--- src/rtl/gost28147_gamma_if.sv ---
// Handshake bundle for the GOST 28147-89 gamma wrapper: user side and core side.
// Optional GAMMA_PARTIAL_EN adds the din_nbytes byte count.
interface gost28147_gamma_if;
    logic [63:0] iv;
    logic        iv_load;
    logic        iv_ready;
    logic [63:0] din;
    logic        din_valid;
    logic        din_ready;
`ifdef GAMMA_PARTIAL_EN
    logic [2:0]  din_nbytes;
`endif
    logic [63:0] dout;
    logic        dout_valid;
    logic        dout_ready;
    logic        core_mode;
    logic [63:0] core_pdata;
    logic        core_pvalid;
    logic        core_pready;
    logic [63:0] core_cdata;
    logic        core_cvalid;
    logic        core_cready;

    modport slave (
`ifdef GAMMA_PARTIAL_EN
        input  din_nbytes,
`endif
        input  iv, iv_load, din, din_valid, dout_ready,
        input  core_pready, core_cdata, core_cvalid,
        output iv_ready, din_ready, dout, dout_valid,
        output core_mode, core_pdata, core_pvalid, core_cready
    );

    modport master (
`ifdef GAMMA_PARTIAL_EN
        output din_nbytes,
`endif
        output iv, iv_load, din, din_valid, dout_ready,
        output core_pready, core_cdata, core_cvalid,
        input  iv_ready, din_ready, dout, dout_valid,
        input  core_mode, core_pdata, core_pvalid, core_cready
    );
endinterface

--- src/rtl/gost28147_gamma.sv ---
// GOST 28147-89 gamma (counter mode) wrapper around the gost28147 core.
// Define GAMMA_PARTIAL_EN to enable partial last-block output (din_nbytes).
module gost28147_gamma (
    input logic             clk,
    input logic             rst_n,
    gost28147_gamma_if.slave bus
);
    localparam logic [31:0] C1 = 32'h01010104;
    localparam logic [31:0] C2 = 32'h01010101;

    localparam logic [2:0] IDLE      = 3'd0;
    localparam logic [2:0] INIT_REQ  = 3'd1;
    localparam logic [2:0] INIT_WAIT = 3'd2;
    localparam logic [2:0] STEP      = 3'd3;
    localparam logic [2:0] GAM_REQ   = 3'd4;
    localparam logic [2:0] GAM_WAIT  = 3'd5;
    localparam logic [2:0] GAM_READY = 3'd6;
    localparam logic [2:0] OUT       = 3'd7;

    logic [2:0]  state;
    logic [31:0] n3, n4;
    logic [63:0] gamma;
    logic [63:0] dout_q;
    logic        dvalid_q;
    logic [63:0] pdata_q;
    logic        pvalid_q;

    logic        iv_acc, din_acc, res_acc;
    logic [31:0] n3_nx, n4_nx;
    logic [32:0] n4_sum;
    logic [63:0] dmask;

    assign bus.iv_ready    = (state == IDLE) || (state == GAM_READY);
    assign iv_acc          = bus.iv_load && bus.iv_ready;
    // a simultaneous iv_load wins, so din is not offered in that cycle
    assign bus.din_ready   = (state == GAM_READY) && !bus.iv_load;
    assign din_acc         = bus.din_valid && bus.din_ready;
    assign bus.core_cready = (state == INIT_WAIT) || (state == GAM_WAIT);
    assign res_acc         = bus.core_cvalid && bus.core_cready;

    assign bus.core_mode   = 1'b0;
    assign bus.core_pdata  = pdata_q;
    assign bus.core_pvalid = pvalid_q;
    assign bus.dout        = dout_q;
    assign bus.dout_valid  = dvalid_q;

    // N4 is added modulo 2^32-1: carry out wraps back in at bit 0
    assign n3_nx  = n3 + C2;
    assign n4_sum = {1'b0, n4} + {1'b0, C1};
    assign n4_nx  = n4_sum[31:0] + {31'd0, n4_sum[32]};

`ifdef GAMMA_PARTIAL_EN
    always_comb begin
        dmask = '0;
        for (int i = 0; i < 8; i++) begin
            if (bus.din_nbytes == 3'd0 || i < int'(bus.din_nbytes))
                dmask[i*8 +: 8] = 8'hFF;
        end
    end
`else
    assign dmask = '1;
`endif

    always_ff @(posedge clk or negedge rst_n) begin
        if (!rst_n) begin
            state    <= IDLE;
            n3       <= '0;
            n4       <= '0;
            gamma    <= '0;
            dout_q   <= '0;
            dvalid_q <= 1'b0;
            pdata_q  <= '0;
            pvalid_q <= 1'b0;
        end else begin
            case (state)
                IDLE: begin
                    if (iv_acc) begin
                        pdata_q  <= bus.iv;
                        pvalid_q <= 1'b1;
                        state    <= INIT_REQ;
                    end
                end
                INIT_REQ: begin
                    if (bus.core_pready) begin
                        pvalid_q <= 1'b0;
                        state    <= INIT_WAIT;
                    end
                end
                INIT_WAIT: begin
                    if (res_acc) begin
                        n4    <= bus.core_cdata[63:32];
                        n3    <= bus.core_cdata[31:0];
                        state <= STEP;
                    end
                end
                STEP: begin
                    n3       <= n3_nx;
                    n4       <= n4_nx;
                    pdata_q  <= {n4_nx, n3_nx};
                    pvalid_q <= 1'b1;
                    state    <= GAM_REQ;
                end
                GAM_REQ: begin
                    if (bus.core_pready) begin
                        pvalid_q <= 1'b0;
                        state    <= GAM_WAIT;
                    end
                end
                GAM_WAIT: begin
                    if (res_acc) begin
                        gamma <= bus.core_cdata;
                        state <= GAM_READY;
                    end
                end
                GAM_READY: begin
                    if (iv_acc) begin
                        pdata_q  <= bus.iv;
                        pvalid_q <= 1'b1;
                        state    <= INIT_REQ;
                    end else if (din_acc) begin
                        dout_q   <= (bus.din ^ gamma) & dmask;
                        dvalid_q <= 1'b1;
                        state    <= OUT;
                    end
                end
                OUT: begin
                    if (bus.dout_ready) begin
                        dvalid_q <= 1'b0;
                        state    <= STEP;
                    end
                end
                default: state <= IDLE;
            endcase
        end
    end
endmodule

--- src/flat_wrapper.sv ---
// flat-port wrapper written by rule: the top's interface ports become plain ports
module gost28147_gamma_flat 
  (clk, rst_n, bus_iv, bus_iv_load, bus_din, bus_din_valid, bus_dout_ready, bus_core_pready, bus_core_cdata, bus_core_cvalid, bus_iv_ready, bus_din_ready, bus_dout, bus_dout_valid, bus_core_mode, bus_core_pdata, bus_core_pvalid, bus_core_cready);
  gost28147_gamma_if bus_i ();
  input logic clk;
  input logic rst_n;
  input wire logic [$bits(bus_i.iv)-1:0] bus_iv;
  input wire logic [$bits(bus_i.iv_load)-1:0] bus_iv_load;
  input wire logic [$bits(bus_i.din)-1:0] bus_din;
  input wire logic [$bits(bus_i.din_valid)-1:0] bus_din_valid;
  input wire logic [$bits(bus_i.dout_ready)-1:0] bus_dout_ready;
  input wire logic [$bits(bus_i.core_pready)-1:0] bus_core_pready;
  input wire logic [$bits(bus_i.core_cdata)-1:0] bus_core_cdata;
  input wire logic [$bits(bus_i.core_cvalid)-1:0] bus_core_cvalid;
  output wire logic [$bits(bus_i.iv_ready)-1:0] bus_iv_ready;
  output wire logic [$bits(bus_i.din_ready)-1:0] bus_din_ready;
  output wire logic [$bits(bus_i.dout)-1:0] bus_dout;
  output wire logic [$bits(bus_i.dout_valid)-1:0] bus_dout_valid;
  output wire logic [$bits(bus_i.core_mode)-1:0] bus_core_mode;
  output wire logic [$bits(bus_i.core_pdata)-1:0] bus_core_pdata;
  output wire logic [$bits(bus_i.core_pvalid)-1:0] bus_core_pvalid;
  output wire logic [$bits(bus_i.core_cready)-1:0] bus_core_cready;
  assign bus_i.iv = bus_iv;
  assign bus_i.iv_load = bus_iv_load;
  assign bus_i.din = bus_din;
  assign bus_i.din_valid = bus_din_valid;
  assign bus_i.dout_ready = bus_dout_ready;
  assign bus_i.core_pready = bus_core_pready;
  assign bus_i.core_cdata = bus_core_cdata;
  assign bus_i.core_cvalid = bus_core_cvalid;
  assign bus_iv_ready = bus_i.iv_ready;
  assign bus_din_ready = bus_i.din_ready;
  assign bus_dout = bus_i.dout;
  assign bus_dout_valid = bus_i.dout_valid;
  assign bus_core_mode = bus_i.core_mode;
  assign bus_core_pdata = bus_i.core_pdata;
  assign bus_core_pvalid = bus_i.core_pvalid;
  assign bus_core_cready = bus_i.core_cready;
  gost28147_gamma u_core (.clk(clk), .rst_n(rst_n), .bus(bus_i));
endmodule
--- config.mk ---
export PLATFORM = sky130hd
export DESIGN_NAME = gost28147_gamma_flat
export DESIGN_NICKNAME = d
export VERILOG_FILES = /design/src/rtl/gost28147_gamma_if.sv /design/src/rtl/gost28147_gamma.sv /design/src/flat_wrapper.sv
export SDC_FILE = /design/constraint.sdc
export NUM_CORES = 1
export LEC_CHECK = 0
export BUFFER_PORTS_ARGS = -buffer_cell sky130_fd_sc_hd__buf_2
export CORE_MARGIN = 2
export CORE_UTILIZATION = 50
export DETAILED_ROUTE_END_ITERATION = 8
export GPL_TIMING_DRIVEN = 0
export PLACE_DENSITY = 0.75
export SETUP_SLACK_MARGIN = 0.5
export SYNTH_ARGS = -nofsm -noshare
export SYNTH_HDL_FRONTEND = slang
export SYNTH_SLANG_ARGS = --single-unit
export TNS_END_PERCENT = 50
--- constraint.sdc ---
create_clock -name clk -period 6.4 [get_ports clk]
set_clock_uncertainty 0.15 [all_clocks]
set_input_delay 0.64 -clock clk [delete_from_list [all_inputs] [get_ports clk]]
set_output_delay 0.64 -clock clk [all_outputs]
set_load 0.02 [all_outputs]
==> out/results.txt <==
Status - complete, no violations
Fmax - 182 MHz
Hold path startpoint - bus_iv[39]
RSZ-0062 raised after global routing - false
Reg-to-reg critical path endpoint - u_core.bus.core_pdata[54]
Final hold vios - 0
Gate Count Post-Synth - 1434
Cts bufs inserted - 29
Worst EP arrival - 5.83 ns
Initial Util - 50.8%
Postcts setup bufs - 0
CTS Root Cell - clkbuf_16
Sw Pwr - 4300 uW
Ys flop type - dfrtp_1
Die Width - 169 um
Post-DP HPWL - 33.3 mm
Count of cell types in the netlist - 75
Hold_ws - 0.174 ns
Power Internal - 5270 uW
Asr flop ratio synth - 100%
Core Rows - 60
Post-synthesis mux area share - 8.77%
Gr ovfl total - 0
Fin crit share - 86.0%
Via count - 12400
Layout cells sized above 1 - 27.1%
Iter 0 DRT Violations - 1125
Placer Congestion - 0.923
Detailed Routing Iterations Pass 1 - 6
Die Height - 169 um
Post-Synth XOR/XNOR Area - 8.24%
Worst reg2reg path startpoint - u_core.n4[3]
R2R depth - 19
Non-filler cells, final - 2163
Crit-path slowest cell - or4_4
Core ar. - 26800 um^2
Multi-input logic area - 6580 um^2
Clock transition at path regs - 0.06 ns
Post-DP Area - 15700 um^2
Compound-Gate Fraction of Synth Area - 15.3%
Flop2flop setup slack - 0.90 ns
Leakage - 0.00755 uW
Drt via density - 5.73
Crit path launch type - flip-flop
Post-synth EDFFs - 0
DR WL/cell - 20.4 um
Slew margin rel. - 31.1%
Initial antenna violation count - 3
Drc violations - 0
Final Critical Period - 5.50 ns
Ports - 333
CP peak stage delay - 0.61 ns
Hold endpoint - u_core.bus.core_pdata[39]
Critical-path cell list - ha_1 -> buf_2 -> nand3_4 -> o21ai_2 -> a21oi_2 -> nor2_1 -> o2111ai_1 -> nor3_1 -> ha_1 -> ha_1 -> nand2_1 -> nor4_1 -> a41oi_1 -> or4_4 -> nor4_4 -> and3_1 -> xor2_1 -> o21ai_0 -> o21a_1
Pins Over Slew Limit - 0
Worst vdd rail ir drop - 337 uV
Hold buffers post-CTS - 1
Adder-cell area share of the yosys netlist - 0.552%
Comb pwr share - 49.7%
Area delta synth->final - 23.1%
Post-cts resize count - 0
Design area - 16700 um^2
Max Cap Viol - 0
Vias in the first global route - 12200
CP dominant cell by count - ha_1
Largest cells by area after synthesis - dfrtp_1 48%, xnor2_1 6.5%, mux2_2 6.0%
Fin util - 62.5%
Number of synthesized register bits - 261
Type of the worst min-delay path - input pin to flip-flop
Worst path top cell family by delay - simple AND/OR/NAND/NOR gates
GRT Total Usage - 30.4%
WHS Path Cells - 3
Clk pwr share - 17.9%
Synth top area share - 48.0%
Largest family of logic cells by synthesized area - simple AND/OR/NAND/NOR gates
H-tree depth - 1
Power density over cell area - 571 nW/um^2
First-pass GRT wire length - 67.7 mm
Final setup viols - 0
Routed Wire Length - 44.1 mm
Register Area - 6530 um^2
Data required time at the worst endpoint - 6.73 ns
Tightest Pin Transition - 1.03 ns
Crit Path Max Fanout - 9
Simple-Gate Fraction of Synth Area - 15.5%
Max clock buf depth - 3
Mean Syn Cell Area - 9.49 um^2
Num Clock Sinks - 261
Placed Cells - 2106
Syn Std Cell Area - 13600 um^2
Category of the most critical setup path - flip-flop to flip-flop
CP bufs+invs - 1
Largest net degree at the start of global routing - 116
Port bufs - 329
Nets@finish - 2002
Synthesized net count - 1639
Fillers - 2292
Sequential cell area fraction in the yosys report - 48.0%
Switching share of power - 44.9%
Clock latency reported for the late side of the worst-skew pair - 0.57 ns
Leading area contributor after synthesis - dfrtp_1
Warnings, synthesis - 0
CTS tree - yes
Crit end category - flip-flop
Top cells by count, synth - 261 x dfrtp_1, 166 x nor2_1, 155 x a21oi_1
Routed Antenna Nets - 0
Top-count cell post-synth - dfrtp_1
Register share of total power - 32.4%
Die area - 28600 um^2
## worst max-delay path by stage
stage	start	end	slack, ns	cells past startpoint
2_1_floorplan	u_core.n4[3]	u_core.n4[26]	2.00	19
3_3_place_gp	rst_n	u_core.bus.dout[22]	-0.29	1
3_5_place_dp	u_core.n4[3]	u_core.n4[26]	0.91	19
4_1_cts	u_core.n4[3]	u_core.bus.core_pdata[54]	0.86	19
5_1_grt	u_core.n4[3]	u_core.n4[26]	0.56	19
6_report	u_core.n4[3]	u_core.bus.core_pdata[54]	0.90	19
## tightest hold or removal path: cells and delay by family
| family | cells | cell delay, ns |
|---|---|---|
| simple gates | 1 | 0.05 |
| compound gates | 1 | 0.07 |
| buf+inv | 1 | 0.10 |
## power groups by stage
stage          registers (uW)  clock network (uW)  logic (uW)
2_1_floorplan            3490                   0        2750
3_3_place_gp             3060                   0        4600
3_5_place_dp             3100                   0        4720
4_1_cts                  3090                1730        4740
5_1_grt                  3200                1800        5190
6_report                 3100                1710        4760
## flip-flops by register name, indices dropped and copies added (netlist names)
register and flops:
u_core.bus.core_pdata 64, u_core.bus.dout 64, u_core.gamma 64, u_core.n3 32, u_core.n4 32, u_core.state 3
u_core.bus.core_pvalid 1, u_core.bus.dout_valid 1
## kinds of logic (layout without fill, tap and decap cells)
family	Yosys count	in the layout
AND/OR/NAND/NOR	455	455
AO/OA/AOI/OAI	357	357
flip-flops	261	261
XOR/XNOR	128	128
buffers and inverters	117	503
multiplexers	109	109
adder cells (fa/ha/maj)	6	6
other	1	3
## cell usage in the layout, fill, tap and decap left out, drive strengths merged, types with 26 or more instances in the layout
master    n
nor2    166
a21oi   156
clkbuf  106
o21ai   109
inv      26
xnor2   101
nand3    37
mux2     72
nand2   149
xor2     27
dfrtp   261
buf     361
mux2i    36
## routing by layer
layer	track usage [%]	up-vias	share of wire, %
li1	-	5730	-
met1	39.5	6011	40
met2	51.5	562	48
met3	6.43	85	8.5
met4	9.44	2	3.1
met5	0	-	0.029
## per-stage QoR
stage               worst slack [ns]  power [uW]  setup TNS (ns)
finish                         0.898        9570               0
detailed placement             0.912        7820               0
CTS                            0.858        9550               0
global placement              -0.289        7670          -70.97
global route                   0.563       10200               0
floorplan                       2.00        6240               0
## area by class of cell
class	instances	area share (%)
plain buffers	92	2.40
flip-flops and latches	261	39.0
clock inverters	10	0.553
repair buffers	332	10.3
diodes	2	0.0299
clock buffers	44	5.33
inverters	25	0.560
well taps	341	2.55
multi-input cells	1056	39.3
Power figures use the tool's default switching activity.
